File: src/rtl/uart_debug_cmd_if.sv
// UART byte streams and the one-word debug bus between the command parser and its neighbours.
interface uart_debug_cmd_if;
    logic        rx_valid;
    logic [7:0]  rx_data;
    logic        rx_ready;
    logic        tx_valid;
    logic [7:0]  tx_data;
    logic        tx_ready;
    logic        uart_debug_req;
    logic        uart_debug_we;
    logic [31:0] uart_debug_addr;
    logic [31:0] uart_debug_wdata;
    logic        store_finish;
    logic        load_finish;
    logic [31:0] uart_debug_rdata;

    modport master (
        input  rx_valid, rx_data, tx_ready, store_finish, load_finish, uart_debug_rdata,
        output rx_ready, tx_valid, tx_data, uart_debug_req, uart_debug_we,
               uart_debug_addr, uart_debug_wdata
    );

    modport slave (
        output rx_valid, rx_data, tx_ready, store_finish, load_finish, uart_debug_rdata,
        input  rx_ready, tx_valid, tx_data, uart_debug_req, uart_debug_we,
               uart_debug_addr, uart_debug_wdata
    );
endinterface

File: src/rtl/uart_debug_cmd.sv
// Debug packet parser: decodes W/R/B packets from the UART, issues one-word
// store/load requests and answers with an ack, error or read-data bytes.
module uart_debug_cmd #(
    parameter logic [31:0] TIMEOUT_CYCLES = 32'd5000000,
    parameter logic [7:0]  ACK_BYTE       = 8'h4B,
    parameter logic [7:0]  ERR_BYTE       = 8'h45
) (
    input  logic             clk,
    input  logic             rst_n,
    uart_debug_cmd_if.master bus,
    output logic             busy
);
    localparam int unsigned AW = 32;
    localparam int unsigned DW = 32;
    localparam int unsigned BW = 8;
    localparam int unsigned CW = 16;
    localparam int unsigned TW = 32;

    localparam logic [BW-1:0] CMD_W = 8'h57;
    localparam logic [BW-1:0] CMD_R = 8'h52;
    localparam logic [BW-1:0] CMD_B = 8'h42;

    typedef enum logic [2:0] {
        S_IDLE,
        S_ADDR,
        S_CNT,
        S_DATA,
        S_REQ,
        S_WAIT,
        S_TX
    } state_t;

    state_t          state_q, state_d;
    logic [BW-1:0]   cmd_q, cmd_d;
    logic [1:0]      byte_cnt_q, byte_cnt_d;
    logic [AW-1:0]   addr_q, addr_d;
    logic [DW-1:0]   data_q, data_d;
    logic [CW-1:0]   cnt_q, cnt_d;
    logic [DW-9:0]   tx_buf_q, tx_buf_d;
    logic [1:0]      tx_left_q, tx_left_d;
    logic [TW-1:0]   timer_q, timer_d;
    logic            req_q, req_d;
    logic            we_q, we_d;
    logic            tx_valid_q, tx_valid_d;
    logic [BW-1:0]   tx_data_q, tx_data_d;
    logic            rx_ready_q, rx_ready_d;
    logic            busy_q, busy_d;

    logic            accept;
    logic            timed;

    assign accept = bus.rx_valid & rx_ready_q;
    assign timed  = (state_q == S_ADDR) || (state_q == S_CNT) || (state_q == S_DATA);

    // Next-state and datapath decode.
    always_comb begin
        state_d    = state_q;
        cmd_d      = cmd_q;
        byte_cnt_d = byte_cnt_q;
        addr_d     = addr_q;
        data_d     = data_q;
        cnt_d      = cnt_q;
        tx_buf_d   = tx_buf_q;
        tx_left_d  = tx_left_q;
        tx_valid_d = tx_valid_q;
        tx_data_d  = tx_data_q;
        we_d       = we_q;
        timer_d    = '0;
        if (timed && !accept) begin
            timer_d = timer_q + 32'd1;
        end

        case (state_q)
            S_IDLE: begin
                if (accept) begin
                    byte_cnt_d = '0;
                    if (bus.rx_data == CMD_W || bus.rx_data == CMD_R || bus.rx_data == CMD_B) begin
                        cmd_d   = bus.rx_data;
                        state_d = S_ADDR;
                    end else begin
                        tx_data_d  = ERR_BYTE;
                        tx_valid_d = 1'b1;
                        tx_left_d  = '0;
                        state_d    = S_TX;
                    end
                end
            end
            S_ADDR: begin
                if (accept) begin
                    addr_d     = {bus.rx_data, addr_q[AW-1:BW]};
                    byte_cnt_d = byte_cnt_q + 2'd1;
                    if (byte_cnt_q == 2'd3) begin
                        if (cmd_q == CMD_B) begin
                            state_d = S_CNT;
                        end else if (cmd_q == CMD_W) begin
                            state_d = S_DATA;
                        end else begin
                            state_d = S_REQ;
                        end
                    end
                end
            end
            S_CNT: begin
                if (accept) begin
                    cnt_d      = {bus.rx_data, cnt_q[CW-1:BW]};
                    byte_cnt_d = byte_cnt_q + 2'd1;
                    if (byte_cnt_q == 2'd1) begin
                        byte_cnt_d = '0;
                        if (cnt_d == '0) begin
                            tx_data_d  = ACK_BYTE;
                            tx_valid_d = 1'b1;
                            tx_left_d  = '0;
                            state_d    = S_TX;
                        end else begin
                            state_d = S_DATA;
                        end
                    end
                end
            end
            S_DATA: begin
                if (accept) begin
                    data_d     = {bus.rx_data, data_q[DW-1:BW]};
                    byte_cnt_d = byte_cnt_q + 2'd1;
                    if (byte_cnt_q == 2'd3) begin
                        state_d = S_REQ;
                    end
                end
            end
            S_REQ: begin
                state_d = S_WAIT;
            end
            S_WAIT: begin
                // Only the finish pulse matching the outstanding request is honoured.
                if (cmd_q == CMD_R) begin
                    if (bus.load_finish) begin
                        tx_buf_d   = bus.uart_debug_rdata[DW-1:BW];
                        tx_data_d  = bus.uart_debug_rdata[BW-1:0];
                        tx_valid_d = 1'b1;
                        tx_left_d  = 2'd3;
                        state_d    = S_TX;
                    end
                end else if (bus.store_finish) begin
                    if (cmd_q == CMD_B) begin
                        addr_d = addr_q + 32'd4;
                        cnt_d  = cnt_q - 16'd1;
                    end
                    if (cmd_q == CMD_B && cnt_q != 16'd1) begin
                        byte_cnt_d = '0;
                        state_d    = S_DATA;
                    end else begin
                        tx_data_d  = ACK_BYTE;
                        tx_valid_d = 1'b1;
                        tx_left_d  = '0;
                        state_d    = S_TX;
                    end
                end
            end
            S_TX: begin
                if (bus.tx_ready) begin
                    if (tx_left_q == '0) begin
                        tx_valid_d = 1'b0;
                        state_d    = S_IDLE;
                    end else begin
                        tx_data_d = tx_buf_q[BW-1:0];
                        tx_buf_d  = {8'h00, tx_buf_q[DW-9:BW]};
                        tx_left_d = tx_left_q - 2'd1;
                    end
                end
            end
            default: begin
                state_d = S_IDLE;
            end
        endcase

        // An unfinished packet that stalls too long is dropped silently.
        if (timed && !accept && timer_q >= TIMEOUT_CYCLES) begin
            state_d    = S_IDLE;
            byte_cnt_d = '0;
            cnt_d      = '0;
            timer_d    = '0;
        end

        req_d = (state_d == S_REQ);
        if (state_d == S_REQ) begin
            we_d = (cmd_q != CMD_R);
        end
        rx_ready_d = (state_d == S_IDLE) || (state_d == S_ADDR) ||
                     (state_d == S_CNT)  || (state_d == S_DATA);
        busy_d     = (state_d != S_IDLE);
    end

    // State and output registers.
    always_ff @(posedge clk or negedge rst_n) begin
        if (!rst_n) begin
            state_q    <= S_IDLE;
            cmd_q      <= '0;
            byte_cnt_q <= '0;
            addr_q     <= '0;
            data_q     <= '0;
            cnt_q      <= '0;
            tx_buf_q   <= '0;
            tx_left_q  <= '0;
            timer_q    <= '0;
            req_q      <= 1'b0;
            we_q       <= 1'b0;
            tx_valid_q <= 1'b0;
            tx_data_q  <= '0;
            rx_ready_q <= 1'b1;
            busy_q     <= 1'b0;
        end else begin
            state_q    <= state_d;
            cmd_q      <= cmd_d;
            byte_cnt_q <= byte_cnt_d;
            addr_q     <= addr_d;
            data_q     <= data_d;
            cnt_q      <= cnt_d;
            tx_buf_q   <= tx_buf_d;
            tx_left_q  <= tx_left_d;
            timer_q    <= timer_d;
            req_q      <= req_d;
            we_q       <= we_d;
            tx_valid_q <= tx_valid_d;
            tx_data_q  <= tx_data_d;
            rx_ready_q <= rx_ready_d;
            busy_q     <= busy_d;
        end
    end

    assign bus.rx_ready         = rx_ready_q;
    assign bus.tx_valid         = tx_valid_q;
    assign bus.tx_data          = tx_data_q;
    assign bus.uart_debug_req   = req_q;
    assign bus.uart_debug_we    = we_q;
    assign bus.uart_debug_addr  = addr_q;
    assign bus.uart_debug_wdata = data_q;
    assign busy                 = busy_q;
endmodule
File: src/flat_wrapper.sv
// flat-port wrapper written by rule: the top's interface ports become plain ports
module uart_debug_cmd_flat 
#(
    parameter logic [31:0] TIMEOUT_CYCLES = 32'd5000000,
    parameter logic [7:0]  ACK_BYTE       = 8'h4B,
    parameter logic [7:0]  ERR_BYTE       = 8'h45
)
  (clk, rst_n, busy, bus_rx_valid, bus_rx_data, bus_tx_ready, bus_store_finish, bus_load_finish, bus_uart_debug_rdata, bus_rx_ready, bus_tx_valid, bus_tx_data, bus_uart_debug_req, bus_uart_debug_we, bus_uart_debug_addr, bus_uart_debug_wdata);
  uart_debug_cmd_if bus_i ();
  input  logic clk;
  input  logic rst_n;
  output logic busy;
  input wire logic [$bits(bus_i.rx_valid)-1:0] bus_rx_valid;
  input wire logic [$bits(bus_i.rx_data)-1:0] bus_rx_data;
  input wire logic [$bits(bus_i.tx_ready)-1:0] bus_tx_ready;
  input wire logic [$bits(bus_i.store_finish)-1:0] bus_store_finish;
  input wire logic [$bits(bus_i.load_finish)-1:0] bus_load_finish;
  input wire logic [$bits(bus_i.uart_debug_rdata)-1:0] bus_uart_debug_rdata;
  output wire logic [$bits(bus_i.rx_ready)-1:0] bus_rx_ready;
  output wire logic [$bits(bus_i.tx_valid)-1:0] bus_tx_valid;
  output wire logic [$bits(bus_i.tx_data)-1:0] bus_tx_data;
  output wire logic [$bits(bus_i.uart_debug_req)-1:0] bus_uart_debug_req;
  output wire logic [$bits(bus_i.uart_debug_we)-1:0] bus_uart_debug_we;
  output wire logic [$bits(bus_i.uart_debug_addr)-1:0] bus_uart_debug_addr;
  output wire logic [$bits(bus_i.uart_debug_wdata)-1:0] bus_uart_debug_wdata;
  assign bus_i.rx_valid = bus_rx_valid;
  assign bus_i.rx_data = bus_rx_data;
  assign bus_i.tx_ready = bus_tx_ready;
  assign bus_i.store_finish = bus_store_finish;
  assign bus_i.load_finish = bus_load_finish;
  assign bus_i.uart_debug_rdata = bus_uart_debug_rdata;
  assign bus_rx_ready = bus_i.rx_ready;
  assign bus_tx_valid = bus_i.tx_valid;
  assign bus_tx_data = bus_i.tx_data;
  assign bus_uart_debug_req = bus_i.uart_debug_req;
  assign bus_uart_debug_we = bus_i.uart_debug_we;
  assign bus_uart_debug_addr = bus_i.uart_debug_addr;
  assign bus_uart_debug_wdata = bus_i.uart_debug_wdata;
  uart_debug_cmd #(.TIMEOUT_CYCLES(TIMEOUT_CYCLES), .ACK_BYTE(ACK_BYTE), .ERR_BYTE(ERR_BYTE)) u_core (.clk(clk), .rst_n(rst_n), .bus(bus_i), .busy(busy));
endmodule
File: config.mk
export PLATFORM = sky130hd
export DESIGN_NAME = uart_debug_cmd_flat
export DESIGN_NICKNAME = d
export VERILOG_FILES = /design/src/rtl/uart_debug_cmd_if.sv /design/src/rtl/uart_debug_cmd.sv /design/src/flat_wrapper.sv
export SDC_FILE = /design/constraint.sdc
export NUM_CORES = 1
export LEC_CHECK = 0
export BUFFER_PORTS_ARGS = -buffer_cell sky130_fd_sc_hd__buf_2
export CAP_MARGIN = 40
export CORE_UTILIZATION = 40
export CTS_CLUSTER_SIZE = 8
export DETAILED_ROUTE_END_ITERATION = 7
export PLACE_DENSITY = 0.69
export SLEW_MARGIN = 10
export SYNTH_ARGS = -nofsm -noshare
export SYNTH_HDL_FRONTEND = slang
export SYNTH_SLANG_ARGS = --single-unit
File: constraint.sdc
create_clock -name clk -period 2.71 [get_ports clk]
set_clock_uncertainty 0.15 [all_clocks]
set_input_delay 0.271 -clock clk [delete_from_list [all_inputs] [get_ports clk]]
set_output_delay 0.271 -clock clk [all_outputs]
set_load 0.02 [all_outputs]
==> results.py, run 1 <==
metrics = {
    "status": {
        "status": "completed",
    },
    "setup_path": {
        "max_stage_delay_ps": 610,
        "worstSetupStartpointType": "flip-flop",
        "crit_chain": "or4bb_1 -> a211o_1 -> nor2_1 -> nor4_1 -> nor4_1 -> o21ai_1",
        "cpMostUsedCell": "nor4_1",
        "cpMaxStageDelayCell": "nor4_1",
        "critPathTopFamily": "simple AND/OR/NAND/NOR gates",
        "arrival_ps": 2660,
        "worstSetupPathType": "flip-flop to flip-flop",
        "crit_fanout": 4,
        "worstPathRequired_ps": 2830,
        "path_buf_inv": 0,
        "crit_path_end_kind": "flip-flop",
    },
    "floorplan": {
        "die_w_um": 147,
        "die-area_um2": 21500,
        "start_util_pct": 41.1,
        "fp.dieH_um": 147,
        "pin_count": 123,
        "num_rows": 52,
        "coreArea_um2": 20400,
    },
    "logic_synthesis": {
        "synth_top_area_cell": "dfrtp_1",
        "ys_top_cells_by_area": "dfrtp_1, mux2_2, o21ai_0",
        "syn_inst": 849,
        "synth.top_cell.area_share_pct": 48.7,
        "synth_cell_types": 80,
        "ys.flop_type": "dfrtp_1",
        "yosysWarningCount": 0,
        "syn_area_um2": 8370,
        "synth_edf_count": 0,
        "synth_seq_area_share_pct": 49.0,
        "syn_area_per_cell_um2": 9.86,
        "synth_seq_cells": 164,
        "async_reset_ff_share_pct": 100,
    },
    "routing": {
        "wl_per_cell_um": 16.3,
        "drtPass1Iterations": 5,
        "drt_iter0_markers": 541,
        "post-route-drc-count": 0,
        "ant_nets": 0,
        "vias": 7188,
        "wl_mm": 21.1,
        "via_per_inst": 5.55,
    },
    "worst_hold_path": {
        "hp-class": "primary input to flip-flop",
    },
    "timing": {
        "period_minus_slack_ps": 2540,
        "period_share_pct": 93.8,
        "worstMarginPinSlew_ps": 832,
        "hold_violations": 0,
        "post-route-worst-setup-slack_ps": 168,
        "final-setup-viol-count": 0,
        "slew_violations": 0,
        "fin_setup_tns_ps": 0,
        "slew_headroom_pct": 44.1,
        "rsz0062_at_grt": "no",
        "fmax_ghz": 0.393,
    },
    "clock_tree": {
        "cts_tree": "built",
        "cts_buffer_depth": 2,
        "cts_resized": 0,
        "cts.clk_slew.worst_paths_ps": 80,
        "root_buffer": "clkbuf_16",
        "ctsHoldBuffers": 29,
        "clock_latency_ps": 440,
        "post_cts_buffers": 0,
        "cts.htree.levels": 4,
        "cts_sinks": 164,
        "cts_buffers": 17,
    },
    "placement": {
        "dp_slack_ps": 125,
        "place_congestion": 0.886,
        "hpwl_mm": 14.6,
        "io_buffers": 122,
    },
    "global_routing": {
        "antenna_found_initial": 0,
        "grt_max_degree": 60,
        "grt.total_usage_pct": 20.5,
        "first_global_vias": 6983,
        "grt_overflow": 0,
        "grt_pass1_wl_mm": 35.3,
    },
    "finish": {
        "num_antenna_cells": 0,
        "syn_to_final_growth_pct": 23.4,
        "drive_gt1_share_pct": 25.4,
        "layout.nets": 1067,
    },
    "power": {
        "power_leakage_uw": 0.00466,
        "power_density_nw_per_um2": 1040,
        "ir_drop_mv": 0.518,
    },
    "flow_run": {
        "cap_violations": 0,
    },
}
==> where the power goes <==
group / leakage (uW) / switching (uW) / internal, uW
Clock: 0.000296 / 1140 / 1330
Sequential: 0.00212 / 785 / 3190
Combinational: 0.00225 / 2530 / 1760
==> placed cells by master (no fill, tap or decap), types with 5 or more instances in the layout <==
cell type,n
mux2i_1,19
clkbuf_16,17
nor2_1,80
dfrtp_1,163
a2bb2oi_1,10
buf_4,28
nand2_1,85
nor4_1,12
ha_1,9
o21ai_0,68
a22o_1,21
inv_1,24
buf_2,121
o22ai_1,24
dlygate4sd3_1,29
mux2_2,41
inv_6,5
nand3_1,27
nand4_1,9
nor3_1,26
nand2b_1,7
a31oi_1,5
a21oi_1,43
xnor2_1,16
and3_1,8
conb_1,9
o31ai_1,7
==> kinds of logic (layout without fill, tap and decap cells) <==
family | after synthesis | count (layout) | share of synthesized area (%)
and+or+nand+nor | 301 | 301 | 18.3
AOI/OAI and AO/OA | 223 | 223 | 17.6
DFF | 164 | 164 | 49.0
buffers and inverters | 70 | 238 | 3.65
muxes | 61 | 61 | 7.96
xor gates and xnor gates | 20 | 20 | 2.09
adders and majority gates | 9 | 9 | 1.34
other | 1 | 9 | 0.0448
==> area by class of cell <==
type	instances	area, um2
clock buffers	17	425
clock inverters	15	185
fillers	1899	10000
inverters	24	90.1
multi-input cells	623	4010
flip-flops and latches	164	4110
well taps	270	338
repair buffers	182	1170
==> per-layer routing <==
metal  part of all wire (%)  GRT usage (%)  vias to the layer above
li1                       -              -                     3411
met3                    4.7           3.82                       27
met4                    2.1           7.71                        0
met5                      0              0                        -
met2                     48           32.6                      219
met1                     46           27.7                     3531
==> sequential cells by signal, indices dropped and copies added, names as in the netlist, 2 cells and up <==
name,flops
u_core.bus.tx_data,8
u_core.bus.uart_debug_addr,32
u_core.bus.uart_debug_wdata,32
u_core.byte_cnt_q,2
u_core.cmd_q,8
u_core.cnt_q,16
u_core.state_q,3
u_core.timer_q,32
u_core.tx_buf_q,24
u_core.tx_left_q,2
==> metrics by stage <==
| step | instance area (um2) | hold slack [ps] | total power, uW | util (%) | cells |
|---|---|---|---|---|---|
| 2_1_floorplan | 8400 | -175 | 6810 | - | 857 |
| 3_3_place_gp | 9410 | 77.6 | 8130 | 46.2 | 1233 |
| 3_5_place_dp | 9430 | 79.8 | 8240 | 46.3 | 1234 |
| 4_1_cts | 10300 | 1.45 | 10800 | 50.7 | 1295 |
| 5_1_grt | 10300 | 33.1 | 11400 | 50.7 | 1295 |
| 6_report | 10300 | 28.5 | 10700 | 50.7 | 1295 |
==> path summary, 6_finish.rpt <==
check / from / to / slack [ps] / depth (start not counted)
max in group asynchronous: rst_n / u_core.bus.uart_debug_addr[30] / 1400 / 3
worst max-delay path: u_core.cmd_q[3] / u_core.busy / 170 / 6
worst max register to register: u_core.cmd_q[3] / u_core.busy / 170 / 6
worst min-delay path: bus_uart_debug_rdata[5] / u_core.bus.tx_data[5] / 30 / 4
worst min register to register: u_core.tx_buf_q[4] / u_core.tx_buf_q[4] / 330 / 2
min in group asynchronous: rst_n / u_core.bus.uart_debug_wdata[6] / 170 / 2
==> cell usage after synthesis (4+ instances only) <==
| library cell | n |
|---|---|
| a21oi_1 | 43 |
| a22o_1 | 21 |
| a2bb2oi_1 | 10 |
| a31oi_1 | 5 |
| and2_1 | 4 |
| and3_1 | 8 |
| buf_1 | 4 |
| buf_2 | 11 |
| clkbuf_1 | 27 |
| dfrtp_1 | 163 |
| ha_1 | 9 |
| inv_1 | 24 |
| mux2_2 | 41 |
| mux2i_1 | 19 |
| nand2_1 | 85 |
| nand2b_1 | 7 |
| nand3_1 | 28 |
| nand4_1 | 9 |
| nor2_1 | 81 |
| nor3_1 | 26 |
| nor4_1 | 12 |
| o21a_1 | 4 |
| o21ai_0 | 68 |
| o22a_2 | 4 |
| o22ai_1 | 26 |
| o31ai_1 | 7 |
| or4_1 | 4 |
| xnor2_1 | 16 |
| xor2_1 | 4 |
==> tightest hold or removal path, stage by stage <==
cell and delay, ps:
buf_2 80, nand2_1 40, nand2_1 60, o22a_2 130
Note: power is estimated with default switching activity, not from simulation.
==> inputs of run 2 (changes only) <==
--- a/config.mk
+++ b/config.mk
@@ -7,10 +7,10 @@
 export LEC_CHECK = 0
 export BUFFER_PORTS_ARGS = -buffer_cell sky130_fd_sc_hd__buf_2
 export CAP_MARGIN = 40
-export CORE_UTILIZATION = 40
+export CORE_UTILIZATION = 50
 export CTS_CLUSTER_SIZE = 8
 export DETAILED_ROUTE_END_ITERATION = 7
-export PLACE_DENSITY = 0.69
+export PLACE_DENSITY = 0.81
 export SLEW_MARGIN = 10
 export SYNTH_ARGS = -nofsm -noshare
 export SYNTH_HDL_FRONTEND = slang
==> run 2 against run 1 <==
Net effect:
- non-clock buffer count up 3
- count of clock-buffer cells in the layout up 6
- cell area down 0.42%
- sequential share of layout area up 0.17 points
- clock power about the same
- critical path depth unchanged
- highest routed layer unchanged
==> results.py, run 2 (synthesized netlist as in run 1, its figures left out) <==
metrics = {
    "placement": {
        "hpwl_mm": 14.3,
        "place_inst": 1183,
        "io_buffers": 122,
        "place_congestion": 0.966,
        "placed_cell_area_um2": 9390,
    },
    "clock_tree": {
        "cts_tree": "built",
        "post_cts_buffers": 0,
        "cts_buffer_depth": 2,
        "cts_buffers": 17,
        "cts.htree.levels": 4,
        "clock_latency_ps": 430,
        "cts_resized": 0,
        "cts_sinks": 164,
        "cts.clk_slew.worst_paths_ps": 70,
        "root_buffer": "clkbuf_16",
    },
    "floorplan": {
        "coreArea_um2": 16100,
        "fp.dieH_um": 131,
        "die-area_um2": 17300,
        "die_w_um": 131,
        "num_rows": 46,
        "start_util_pct": 52.0,
        "pin_count": 123,
    },
    "finish": {
        "layout_common_cells": "dfrtp_1, buf_2, nand2_1, nor2_1, o21ai_0",
        "final_util_pct": 63.8,
        "drive_gt1_share_pct": 25.4,
        "layout_commonest_cell": "dfrtp_1",
        "layout.nets": 1070,
        "final_cells": 1244,
        "num_antenna_cells": 0,
        "finalInstanceArea_um2": 10300,
        "syn_to_final_growth_pct": 22.8,
    },
    "worst_hold_path": {
        "hp-class": "primary input to flip-flop",
        "holdCritStartpoint": "bus_uart_debug_rdata[10]",
        "hold_depth": 3,
        "hold_path_end": "u_core.tx_buf_q[2]",
    },
    "global_routing": {
        "grt.total_usage_pct": 25.6,
        "grt_overflow": 0,
        "grt_pass1_wl_mm": 35.3,
        "first_global_vias": 7058,
        "grt_max_degree": 104,
        "antenna_found_initial": 0,
    },
    "timing": {
        "rsz0062_at_grt": "no",
        "period_minus_slack_ps": 2570,
        "slew_headroom_pct": 51.3,
        "fin_setup_tns_ps": 0,
        "period_share_pct": 95.0,
        "hold_violations": 0,
        "worstMarginPinSlew_ps": 724,
        "slew_violations": 0,
        "final-setup-viol-count": 0,
        "fmax_ghz": 0.388,
    },
    "setup_path": {
        "rrSetupSlack_ps": 140,
        "crit_chain": "nor3_1 -> nand4_1 -> nor4_4 -> o211ai_2 -> nor2_2 -> mux2_2",
        "worstSetupStartpointType": "flip-flop",
        "r2r_start": "u_core.cnt_q[11]",
        "max_stage_delay_ps": 420,
        "arrival_ps": 2740,
        "crit_path_end_kind": "flip-flop",
        "worstPathRequired_ps": 2870,
        "worstSetupPathType": "flip-flop to flip-flop",
        "r2r_cells": 6,
        "crit_fanout": 8,
        "r2r_end": "u_core.bus.tx_data[1]",
        "cpMaxStageDelayCell": "dfrtp_1",
    },
    "power": {
        "power_density_nw_per_um2": 1040,
        "power_uw": 10700,
        "ir_drop_mv": 0.632,
        "power_leakage_uw": 0.00468,
    },
    "routing": {
        "wl_per_cell_um": 17.1,
        "ant_nets": 0,
        "drt_iter0_markers": 564,
        "via_per_inst": 5.85,
        "drtPass1Iterations": 6,
        "vias": 7273,
        "post-route-drc-count": 0,
        "wl_mm": 21.3,
    },
    "status": {
        "status": "completed",
    },
    "flow_run": {
        "cap_violations": 0,
    },
}
## run 2: cell types whose count changed in the layout (fill, tap and decap cells not counted), sizes merged
cell / previous run / this run
clkbuf: 17 / 23
inv: 32 / 26
clkinv: 5 / 4
buf: 153 / 156
bufinv: 1 / 2
## run 2: how the worst max path moves through the flow
stage	start	endpoint	slack (ps)	cells past startpoint
2_1_floorplan	u_core.bus.uart_debug_addr[2]	u_core.bus.uart_debug_addr[28]	410	7
3_3_place_gp	bus_rx_data[1]	u_core.bus.tx_data[3]	240	6
3_5_place_dp	u_core.cnt_q[11]	u_core.bus.tx_data[1]	200	6
4_1_cts	u_core.cnt_q[11]	u_core.bus.tx_data[2]	180	6
5_1_grt	u_core.state_q[1]	u_core.bus.uart_debug_addr[28]	10	6
6_report	u_core.cnt_q[11]	u_core.bus.tx_data[1]	140	6
## run 2: critical path: cells and delay by family, from the launching register on
kind / cells / cell delay [ps]
AO/OA/AOI/OAI: 1 / 180
AND/OR/NAND/NOR: 4 / 1320
multiplexers: 1 / 380
flip-flops: 1 / 420
## run 2: power breakdown
group / total, uW / leakage (uW) / internal [uW] / switching [uW]
Combinational: 4300 / 0.00227 / 1770 / 2530
Clock: 2450 / 0.000296 / 1470 / 983
Sequential: 3990 / 0.00212 / 3190 / 797
Total: 10700 / 0.00468 / 6430 / 4310
## run 2: through the flow
step | hold WS [ps] | setup WS (ps)
3_3_place_gp | -14.9 | 236
5_1_grt | 38.9 | 13.9
6_report | 28.4 | 135
3_5_place_dp | -16.0 | 202
4_1_cts | 13.3 | 177
2_1_floorplan | -175 | 405
## run 2: timing repair
item,CTS,global route
setup endpoints to repair,0,0
hold buffers,29,0
endpoints found under the hold margin,192,0
## run 2: cell type report
| type | count | area, um2 |
|---|---|---|
| sequential | 164 | 4110 |
| clock inverter | 9 | 119 |
| multi-input combinational | 623 | 4010 |
| tap | 216 | 270 |
| timing repair buffer | 185 | 1200 |
| clock buffer | 23 | 488 |
| fill | 1272 | 5830 |
| inverter | 24 | 90.1 |
## run 2: layer usage
metal  vias up  global-route usage (%)  wire [um]
met3        48                    5.29       1380
met2       305                    42.0      10700
met4         0                    10.7        518
met1      3510                    32.8       8690
li1       3410                       -          -
met5         -                       0          0
